--- src/rtl/seq_shift_unit.sv ---
// Multi-cycle shifter/rotator: one bit position per clock, with a start/busy/done handshake.
// Reports the last bit shifted out (cout), a registered zero flag, and an illegal-op flag.
module seq_shift_unit #(
    parameter int unsigned WIDTH = 16,
    parameter int unsigned AMT_W = 5
) (
    input  logic             clk,
    input  logic             reset,
    input  logic             start,
    input  logic [WIDTH-1:0] in,
    input  logic [2:0]       op,
    input  logic [AMT_W-1:0] amt,
    output logic             busy,
    output logic             done,
    output logic [WIDTH-1:0] sout,
    output logic             cout,
    output logic             zero,
    output logic             err
);

    localparam logic [2:0] OP_PASS = 3'b000;
    localparam logic [2:0] OP_LSL  = 3'b001;
    localparam logic [2:0] OP_LSR  = 3'b010;
    localparam logic [2:0] OP_ASR  = 3'b011;
    localparam logic [2:0] OP_ROR  = 3'b100;
    localparam logic [2:0] OP_ROL  = 3'b101;

    typedef enum logic [1:0] {
        IDLE,
        SHIFT,
        DONE
    } state_t;

    state_t           state;
    logic [2:0]       op_r;
    logic [AMT_W-1:0] cnt;
    logic [WIDTH:0]   nxt;
    logic             illegal;
    logic             no_steps;

    // One 1-bit step; the MSB of the result is the bit leaving the register.
    function automatic logic [WIDTH:0] step(input logic [2:0] o, input logic [WIDTH-1:0] w);
        logic [WIDTH:0] r;
        case (o)
            OP_LSL:  r = {w[WIDTH-1], w[WIDTH-2:0], 1'b0};
            OP_LSR:  r = {w[0], 1'b0, w[WIDTH-1:1]};
            OP_ASR:  r = {w[0], w[WIDTH-1], w[WIDTH-1:1]};
            OP_ROR:  r = {w[0], w[0], w[WIDTH-1:1]};
            OP_ROL:  r = {w[WIDTH-1], w[WIDTH-2:0], w[WIDTH-1]};
            default: r = {1'b0, w};
        endcase
        return r;
    endfunction

    always_comb begin
        nxt      = step(op_r, sout);
        illegal  = (op[2:1] == 2'b11);
        no_steps = illegal || (op == OP_PASS) || (amt == '0);
    end

    // sout doubles as the working register, so intermediate values are visible while busy.
    always_ff @(posedge clk or posedge reset) begin
        if (reset) begin
            state <= IDLE;
            op_r  <= OP_PASS;
            cnt   <= '0;
            busy  <= 1'b0;
            done  <= 1'b0;
            sout  <= '0;
            cout  <= 1'b0;
            zero  <= 1'b1;
            err   <= 1'b0;
        end else if (start && (state == IDLE || state == DONE)) begin
            op_r <= op;
            cnt  <= amt;
            sout <= in;
            zero <= (in == '0);
            cout <= 1'b0;
            err  <= illegal;
            if (no_steps) begin
                state <= DONE;
                busy  <= 1'b0;
                done  <= 1'b1;
            end else begin
                state <= SHIFT;
                busy  <= 1'b1;
                done  <= 1'b0;
            end
        end else begin
            case (state)
                SHIFT: begin
                    sout <= nxt[WIDTH-1:0];
                    zero <= (nxt[WIDTH-1:0] == '0);
                    cout <= nxt[WIDTH];
                    cnt  <= cnt - AMT_W'(1);
                    if (cnt == AMT_W'(1)) begin
                        state <= DONE;
                        busy  <= 1'b0;
                        done  <= 1'b1;
                    end
                end
                DONE: begin
                    state <= IDLE;
                    done  <= 1'b0;
                end
                default: begin
                    state <= IDLE;
                    busy  <= 1'b0;
                    done  <= 1'b0;
                end
            endcase
        end
    end

endmodule

--- config.mk ---
export PLATFORM = sky130hd
export DESIGN_NAME = seq_shift_unit
export DESIGN_NICKNAME = d
export VERILOG_FILES = /design/src/rtl/seq_shift_unit.sv
export SDC_FILE = /design/constraint.sdc
export NUM_CORES = 1
export LEC_CHECK = 0
export CORE_MARGIN = 5
export CORE_UTILIZATION = 25
export CTS_CLUSTER_SIZE = 30
export DETAILED_ROUTE_END_ITERATION = 6
export GPL_ROUTABILITY_DRIVEN = 0
export SLEW_MARGIN = 20
export SYNTH_ARGS = -nofsm -noshare
export SYNTH_HDL_FRONTEND = slang
export SYNTH_SLANG_ARGS = --single-unit
export TNS_END_PERCENT = 10
--- constraint.sdc ---
create_clock -name clk -period 4.7 [get_ports clk]
set_input_delay 0.94 -clock clk [delete_from_list [all_inputs] [get_ports clk]]
set_output_delay 0.94 -clock clk [all_outputs]
set_load 0.01 [all_outputs]
==> reports/qor.csv, run 1 <==
metric,value,unit
CP max stage cell,dfrtp_1,
die area,9619,sq um
DRC viols,0,
met2 usage,18.59,%
GRT overflow,0,
most common cell in the netlist,nand2_1,
IO Port Bufs,47,
Internal,0.001036,W
"top cells by area, synth","dfrtp_1 (37%), o21ai_0 (7.2%), nand2_1 (7.0%)",
max_cap viols,0,
pin count of the biggest net entering global routing,31,
final setup margin,2.114,ns
Max Buffers Root-to-Sink,2,
Post-synth top cells,"nand2_1 (36), dfrtp_1 (29), o21ai_0 (28), nor2_1 (15), mux2i_1 (13)",
Final ANT Viol Nets,0,
post-synth top area share,37.42,%
sequential power share,34.1,%
Yosys top cell by area,dfrtp_1,
CTS tree,built,
Clock Skew,0.006785,ns
Hold Crit Class,flop to flop,
"EDFF count, synth",0,
ys async rst share,100.0,%
Tot Pwr,0.001908,W
Fin. Hold Viols,0,
Fin Setup TNS,0,ns
WL/cell,15.37,um
first-pass GRT wire length,9563,um
"critical path fanouts, max",26,
H-tree level count,2,
Fmax achieved,386.7,MHz
RSZ-0062 raised after global routing,false,
top_reg_cell synth,dfrtp_1,
grt met3 use,2.714,%
Synth Warn #,0,
"Reg clk slew, reported paths",0.07,ns
Avg Inst Size Synth,8.395,sq um
Worst EP required,4.90,ns
1st-pass router iterations,4,
Syn-to-layout area delta,33.10,%
Slew Limit Fails,0,
WP data arrival,2.78,ns
Tmin final,2.586,ns
Syn Std Cell Area,1939,sq um
leakage,1.031,nW
number of diodes,0,
FP Rows,32,
Power Density,739.3,nW/um^2
outcome,completed,
Post-CTS Resized,0,
number of global-route vias before repair,1851,
WL final,5748,um
"Setup Fix Bufs, Post-CTS",0,
Max IR drop VDD,0.0003363,V
# hold bufs at CTS,0,
sw frac,45.72,%
GRT busiest layer,met2,
clock network fraction of total power,13.3,%
detail-routed via count per cell,5.021,
total CTS buffers,5,
initial drt markers,168,
WS Path Type,flop to flop,
final setup fails,0,
Synth cell types,42,
Starting Density,25.36,%
CP cell instances,mux2i_1 -> nor2_1 -> a211oi_1 -> a21oi_1 -> or4_1 -> o31ai_1,
clock sinks,30,
crit end category,flop,
Seq cells post-synth,30,
Cells after Synth,231,
DP Wirelength,3977,um
Switch Pwr,0.0008725,W
root buf cell,clkbuf_8,
IO Pins,48,
CP Launch Type,flop,
Logic pwr share,52.7,%
dpl ws,2.117,ns
initial antenna violation count,0,
Die Span Y,98.08,um
vias,1878,
total global routing track utilization,12.01,%
area of the core,7647,sq um
"Largest stage delay, worst path",1.03,ns
Synth Net Count,260,
"Clk Latency, worst-skew pair",0.28,ns
layout cell share with drive strength beyond 1,6.985,%
max_slew headroom,30.76,%
grt met1 use,17.29,%
actual slew at the worst max-slew pin,1.039,ns
Die W,98.08,um
# nets final,300,
Final period util,55.03,%
sequential share of the synthesized area,38.77,%
## sequential cells by signal, summed over array words and instances, names as in the netlist
signal / flops
sout: 16
cnt: 5
op_r: 3
busy: 1
cout: 1
done: 1
err: 1
state: 1
zero: 1
## layout by cell type, fill, tap and decap left out, types with 3 or more instances in the layout
master and count:
clkdlybuf4s50_1 47, nand2_1 36, dfrtp_1 29, o21ai_0 28, nor2_1 15, mux2i_1 13, a21oi_1 11, a22oi_1 11
nor3_1 9, clkbuf_8 8, nand2b_1 6, o22ai_1 6, a221o_1 6, inv_1 6, a211oi_1 4, nor4_1 4
buf_4 3
## cells by family (layout without fill, tap and decap cells)
kind of cell | Yosys count | in the layout | share of synthesized area (%)
adders and majority gates | 2 | 2 | 1.290
muxes | 14 | 14 | 7.419
and+or+nand+nor | 86 | 86 | 21.29
buffers and inverters | 23 | 64 | 5.871
xor gates and xnor gates | 1 | 1 | 0.4517
DFF | 30 | 30 | 38.77
AOI/OAI and AO/OA | 75 | 75 | 24.90
## power groups by stage
| stage | Clock, W | Combinational (W) | Sequential, W |
|---|---|---|---|
| 3_5_place_dp | 0 | 0.00101 | 0.000653 |
| 5_1_grt | 0.000271 | 0.00113 | 0.000686 |
| 6_report | 0.000253 | 0.00101 | 0.000650 |
| 2_1_floorplan | 0 | 0.000758 | 0.000547 |
| 3_3_place_gp | 0 | 0.000993 | 0.000650 |
| 4_1_cts | 0.000259 | 0.00101 | 0.000650 |
## routing by layer
layer | vias up | wire, um
met3 | 2 | 264
li1 | 928 | -
met5 | - | 0
met4 | 0 | 17
met1 | 902 | 2815
met2 | 46 | 2652
## worst max-delay path: cells and delay by family, from the launching register on
kind               cells  cell delay, ns
DFF                    1            1.03
muxes                  1            0.27
AOI/OAI and AO/OA      3            0.58
and+or+nand+nor        2            0.63
## final cells by class
class,instances,area (sq um)
clock buffers,8,110.1
fillers,808,5066
inverters,6,22.52
multi-input cells,178,1076
flip-flops and latches,30,752.0
well taps,102,127.6
repair buffers,50,493.0
## metrics by stage
stage,hold slack [ns],instances,cell area (sq um),utilization (%)
floorplan,0.5016,231,1939,-
global placement,0.4729,366,2471,32.31
global route,0.5334,374,2581,33.75
finish,0.4921,374,2581,33.75
detailed placement,0.4775,366,2471,32.31
CTS,0.4948,374,2581,33.75
## final timing paths
path / start / cells after the start / to / slack (ns)
hold reg to reg: cout / 2 / cout / 0.49
min in group asynchronous: reset / 3 / sout[0] / 1.05
max in group asynchronous: reset / 3 / zero / 3.32
setup / recovery: op_r[2] / 6 / zero / 2.11
hold / removal: cout / 2 / cout / 0.49
setup reg to reg: op_r[2] / 6 / zero / 2.11
No activity file was read; power rests on OpenSTA's default activity.
==> run 2: changes to the inputs <==
==> constraint.sdc (replaced) <==
create_clock -name clk -period 2.2 [get_ports clk]
set_input_delay 0.44 -clock clk [delete_from_list [all_inputs] [get_ports clk]]
set_output_delay 0.44 -clock clk [all_outputs]
set_load 0.01 [all_outputs]
==> run 2 against run 1 <==
Effect of this change:
- clock power is 88% higher
- critical path type unchanged
- total power is 120% higher
- sequential cell count unchanged
- critical path depth up 1
- register-to-register slack worse by 2.0 ns
- sequential share of layout area fell by 0.76 points
- setup slack worse by 2.0 ns
- die area did not move
- highest routed layer unchanged
- cell count grew 2.9%
- count of clock-buffer cells in the layout shrank 1
- wire length rose by 1.2%
- critical endpoint unchanged
==> reports/qor.csv, run 2 (synthesis gave the netlist of run 1 again) <==
metric,value,unit
outcome,completed,
cells on worst reg2reg path,7,
initial antenna violation count,0,
GRT overflow,0,
RSZ-0062 raised after global routing,false,
number of flip-flops in the largest register,16,
IO Pins,48,
RR Startpoint,op_r[1],
crit path launch,op_r[1],
DP Wirelength,4263,um
Power Density,1577,nW/um^2
Biggest register,sout,
first-pass GRT wire length,9701,um
1st-pass router iterations,4,
Fin. Hold Viols,0,
IO Port Bufs,47,
area of the core,7647,sq um
Hold Crit Class,flop to flop,
# nets final,311,
Max IR drop VDD,0.0005992,V
fin area,2655,sq um
Slew Limit Fails,0,
CTS tree,built,
r2r setup slk,0.14,ns
"critical path fanouts, max",15,
max_cap viols,0,
layout cell share with drive strength beyond 1,11.31,%
Die W,98.08,um
FP Rows,32,
Hold Crit Depth,2,
vias,1936,
initial drt markers,128,
grt met3 use,3.786,%
Worst EP required,2.41,ns
CP Launch Type,flop,
grt met1 use,16.01,%
die area,9619,sq um
WL final,5815,um
detail-routed via count per cell,5.029,
CP Depth,7,
Final ANT Viol Nets,0,
Final period util,93.66,%
crit end category,flop,
CP max stage cell,dfrtp_1,
pin count of the biggest net entering global routing,31,
Tot Pwr,0.004188,W
number of diodes,0,
H-tree level count,2,
worst path buffer plus inverter count,1,
Die Span Y,98.08,um
Starting Density,25.36,%
WL/cell,15.10,um
Max Buffers Root-to-Sink,2,
total CTS buffers,5,
met2 usage,19.53,%
number of global-route vias before repair,1963,
placed cell areas,2554,sq um
"Clk Latency, worst-skew pair",0.29,ns
Tmin final,2.061,ns
WP data arrival,2.27,ns
hold path start,err,
CP cell instances,buf_4 -> a21oi_1 -> o21ai_0 -> nand2_1 -> nand4_1 -> or4_4 -> o31ai_2,
actual slew at the worst max-slew pin,0.5085,ns
total global routing track utilization,12.37,%
"Largest stage delay, worst path",0.56,ns
GRT busiest layer,met2,
WS Path Type,flop to flop,
cell family with most CP delay,simple AND/OR/NAND/NOR gates,
max_slew headroom,66.10,%
leakage,1.077,nW
RR Endpoint,zero,
# hold bufs at CTS,0,
root buf cell,clkbuf_8,
"commonest non-fill, non-tap cell in the layout",clkdlybuf4s50_1,
clock sinks,30,
Fin Setup TNS,0,ns
final setup fails,0,
DRC viols,0,
Clock Skew,0.005307,ns
Syn-to-layout area delta,36.90,%
largest registers,"sout: 16 flops, cnt: 5 flops, op_r: 3 flops",
"Reg clk slew, reported paths",0.07,ns
Fmax achieved,485.3,MHz
most frequent cells in the layout,"clkdlybuf4s50_1 (47), nand2_1 (36), o21ai_0 (28), dfrtp_1 (28), nor2_1 (15)",
worst hold endpoint,err,
[run 2: cell count changes in the layout (fill, tap and decap cells not counted), sizes merged]
cell,change
buf,+11
clkbuf,-1
clkinv,+1
[run 2: worst max path at each step]
| stage | end | slack, ns |
|---|---|---|
| floorplan | zero | 0.43 |
| global placement | zero | 0.20 |
| detailed placement | zero | 0.1 |
| CTS | zero | 0.11 |
| global route | zero | 0.01 |
| finish | zero | 0.14 |
[run 2: report_power, final]
part	switching, W	internal (W)	leakage [nW]	total, W
clock network	0.000222	0.000252	0.0482	0.000475
registers	0.000413	0.000826	0.363	0.00124
logic	0.00127	0.00120	0.666	0.00247
[run 2: cell type report]
type,instances,area [sq um]
Clock buffer,7,86.33
Clock inverter,1,5.005
Fill cell,793,4992
Inverter,6,22.52
Multi-Input combinational cell,178,1085
Sequential cell,30,753.2
Tap cell,102,127.6
Timing Repair Buffer,61,575.6
[run 2: timing repair]
action / CTS / global route
hold endpoints to repair: 0 / 0
buffers inserted: 0 / 0
setup endpoints to repair: 0 / 1
resized for setup: 0 / 3
[run 2: worst reg2reg max path: cells and delay by family, from the launching register on]
| kind | cells | cell delay [ns] |
|---|---|---|
| and+or+nand+nor | 3 | 0.70 |
| DFF | 1 | 0.56 |
| buffers and inverters | 1 | 0.28 |
| AOI/OAI and AO/OA | 3 | 0.45 |
[run 2: metal layers]
layer	wire [um]	vias to the layer above
met2	2743	52
met4	82	0
met3	310	9
li1	-	954
met5	0	-
met1	2679	921
[run 2: metrics by stage]
step | util [%] | setup slack (ns) | cells | hold WS, ns
after CTS | 34.59 | 0.1121 | 385 | 0.5079
after floorplan | - | 0.4300 | 231 | 0.5016
after global routing | 34.72 | 0.01099 | 385 | 0.5276
after global placement | 33.39 | 0.2034 | 377 | 0.4764
final | 34.72 | 0.1394 | 385 | 0.5044
after detailed placement | 33.39 | 0.09989 | 377 | 0.4800
==> run 3: changes to the inputs <==
--- a/config.mk
+++ b/config.mk
@@ -5,11 +5,13 @@
 export SDC_FILE = /design/constraint.sdc
 export NUM_CORES = 1
 export LEC_CHECK = 0
-export CORE_MARGIN = 5
+export CAP_MARGIN = 40
+export CORE_MARGIN = 4
 export CORE_UTILIZATION = 25
 export CTS_CLUSTER_SIZE = 30
 export DETAILED_ROUTE_END_ITERATION = 6
 export GPL_ROUTABILITY_DRIVEN = 0
+export HOLD_SLACK_MARGIN = 0.1
 export SLEW_MARGIN = 20
 export SYNTH_ARGS = -nofsm -noshare
 export SYNTH_HDL_FRONTEND = slang
==> run 3 against run 2 <==
Effect of this change:
- hold slack lost 0.020 ns
- largest cell class unchanged
- clock power shrank 2%
- critical endpoint unchanged
- sequential power is essentially flat
- highest routed layer unchanged
- die area shrank 4.0%
==> reports/qor.csv, run 3 (synthesis gave the netlist of run 1 again) <==
metric,value,unit
Final period util,92.58,%
initial antenna violation count,0,
Fin. Hold Viols,0,
Hold Crit Class,flop to flop,
"Clk Latency, worst-skew pair",0.28,ns
final hold slack,0.4844,ns
Max IR drop VDD,0.0005576,V
Worst EP required,2.39,ns
Syn-to-layout area delta,37.42,%
Power Density,1573,nW/um^2
leakage,1.081,nW
"Reg clk slew, reported paths",0.07,ns
detail-routed via count per cell,5.029,
Slew Limit Fails,0,
# nets final,312,
CTS tree,built,
most frequent cells in the layout,"clkdlybuf4s50_1 (47), nand2_1 (36), o21ai_0 (28), dfrtp_1 (26), nor2_1 (15)",
Clock Skew,0.006806,ns
CP Launch Type,flop,
max_cap viols,0,
IO Pins,48,
Tot Pwr,0.004191,W
Die Span Y,96.08,um
Max Buffers Root-to-Sink,2,
"critical path fanouts, max",13,
DP Wirelength,4192,um
number of global-route vias before repair,1904,
root buf cell,clkbuf_8,
initial drt markers,138,
Final ANT Viol Nets,0,
met3 wire length,313,um
Starting Density,26.18,%
WL/cell,14.83,um
FP Rows,31,
H-tree level count,2,
# hold bufs at CTS,0,
number of diodes,0,
WP data arrival,2.23,ns
WS Path Type,flop to flop,
1st-pass router iterations,4,
RSZ-0062 raised after global routing,false,
clock sinks,30,
Die W,96.08,um
WL final,5680,um
IO Port Bufs,47,
total global routing track utilization,12.79,%
die area,9230,sq um
actual slew at the worst max-slew pin,0.5533,ns
"commonest non-fill, non-tap cell in the layout",clkdlybuf4s50_1,
outcome,completed,
DRC viols,0,
fill cell count,762,
Tmin final,2.037,ns
WL met1,2652,um
pin count of the biggest net entering global routing,31,
area of the core,7408,sq um
Biggest register,sout,
Top Metal Used,met4,
GRT overflow,0,
largest registers,"sout: 16 flops, cnt: 5 flops, op_r: 3 flops",
number of flip-flops in the largest register,16,
first-pass GRT wire length,9239,um
final setup fails,0,
layout cell share with drive strength beyond 1,11.62,%
routed length on met2,2691,um
crit end category,flop,
vias,1926,
max_slew headroom,63.11,%
Fin Setup TNS,0,ns
Fmax achieved,491.0,MHz
placed cell areas,2535,sq um
total CTS buffers,5,
fin area,2665,sq um
run 3: layout make-up:
type | instances | area (sq um) | share of cell area (%)
clock buffers | 7 | 86.33 | 3.239
clock inverters | 1 | 5.005 | 0.1878
inverters | 6 | 22.52 | 0.8451
multi-input cells | 178 | 1076 | 40.38
flip-flops and latches | 30 | 755.7 | 28.36
well taps | 99 | 123.9 | 4.648
repair buffers | 62 | 595.6 | 22.35
run 3: worst paths after layout:
check / cells after the start / from / endpoint / slack (ns)
max in group asynchronous: 3 / reset / zero / 1.33
max reg2reg: 7 / op_r[2] / zero / 0.16
max: 7 / op_r[2] / zero / 0.16
min reg2reg: 2 / cout / cout / 0.48
min: 2 / cout / cout / 0.48
min in group asynchronous: 3 / reset / sout[0] / 0.53
run 3: routing by layer:
metal / track usage, % / vias up
met5: 0 / -
met4: 3.673 / 0
met3: 3.284 / 2
met2: 20.64 / 50
met1: 16.82 / 922
li1: - / 952
run 3: stage by stage:
| step | cells | worst slack (ns) | utilization (%) |
|---|---|---|---|
| after floorplan | 231 | 0.4300 | - |
| after global placement | 372 | 0.1351 | 34.22 |
| after detailed placement | 372 | 0.02336 | 34.22 |
| after CTS | 380 | 0.003002 | 35.45 |
| after global routing | 383 | 0.05854 | 35.97 |
| final | 383 | 0.1633 | 35.97 |
run 3: report_power, final:
| group | internal, W | switching [W] | total, W |
|---|---|---|---|
| sequential | 0.000831 | 0.000428 | 0.00126 |
| clock | 0.000252 | 0.000214 | 0.000466 |
| combinational | 0.00123 | 0.00124 | 0.00247 |
run 3: critical path, cell delays in order (launching register included):
cell and delay [ns]:
dfrtp_2 0.44, buf_4 0.19, nor3_1 0.17, a21oi_1 0.07, o221ai_2 0.16, nand4_1 0.12, or4_1 0.51, o31ai_1 0.27
run 3: what timing repair did:
| action | in CTS | in global routing |
|---|---|---|
| gates resized for setup | 0 | 3 |
| setup endpoints to repair | 0 | 2 |
| setup buffers | 0 | 3 |
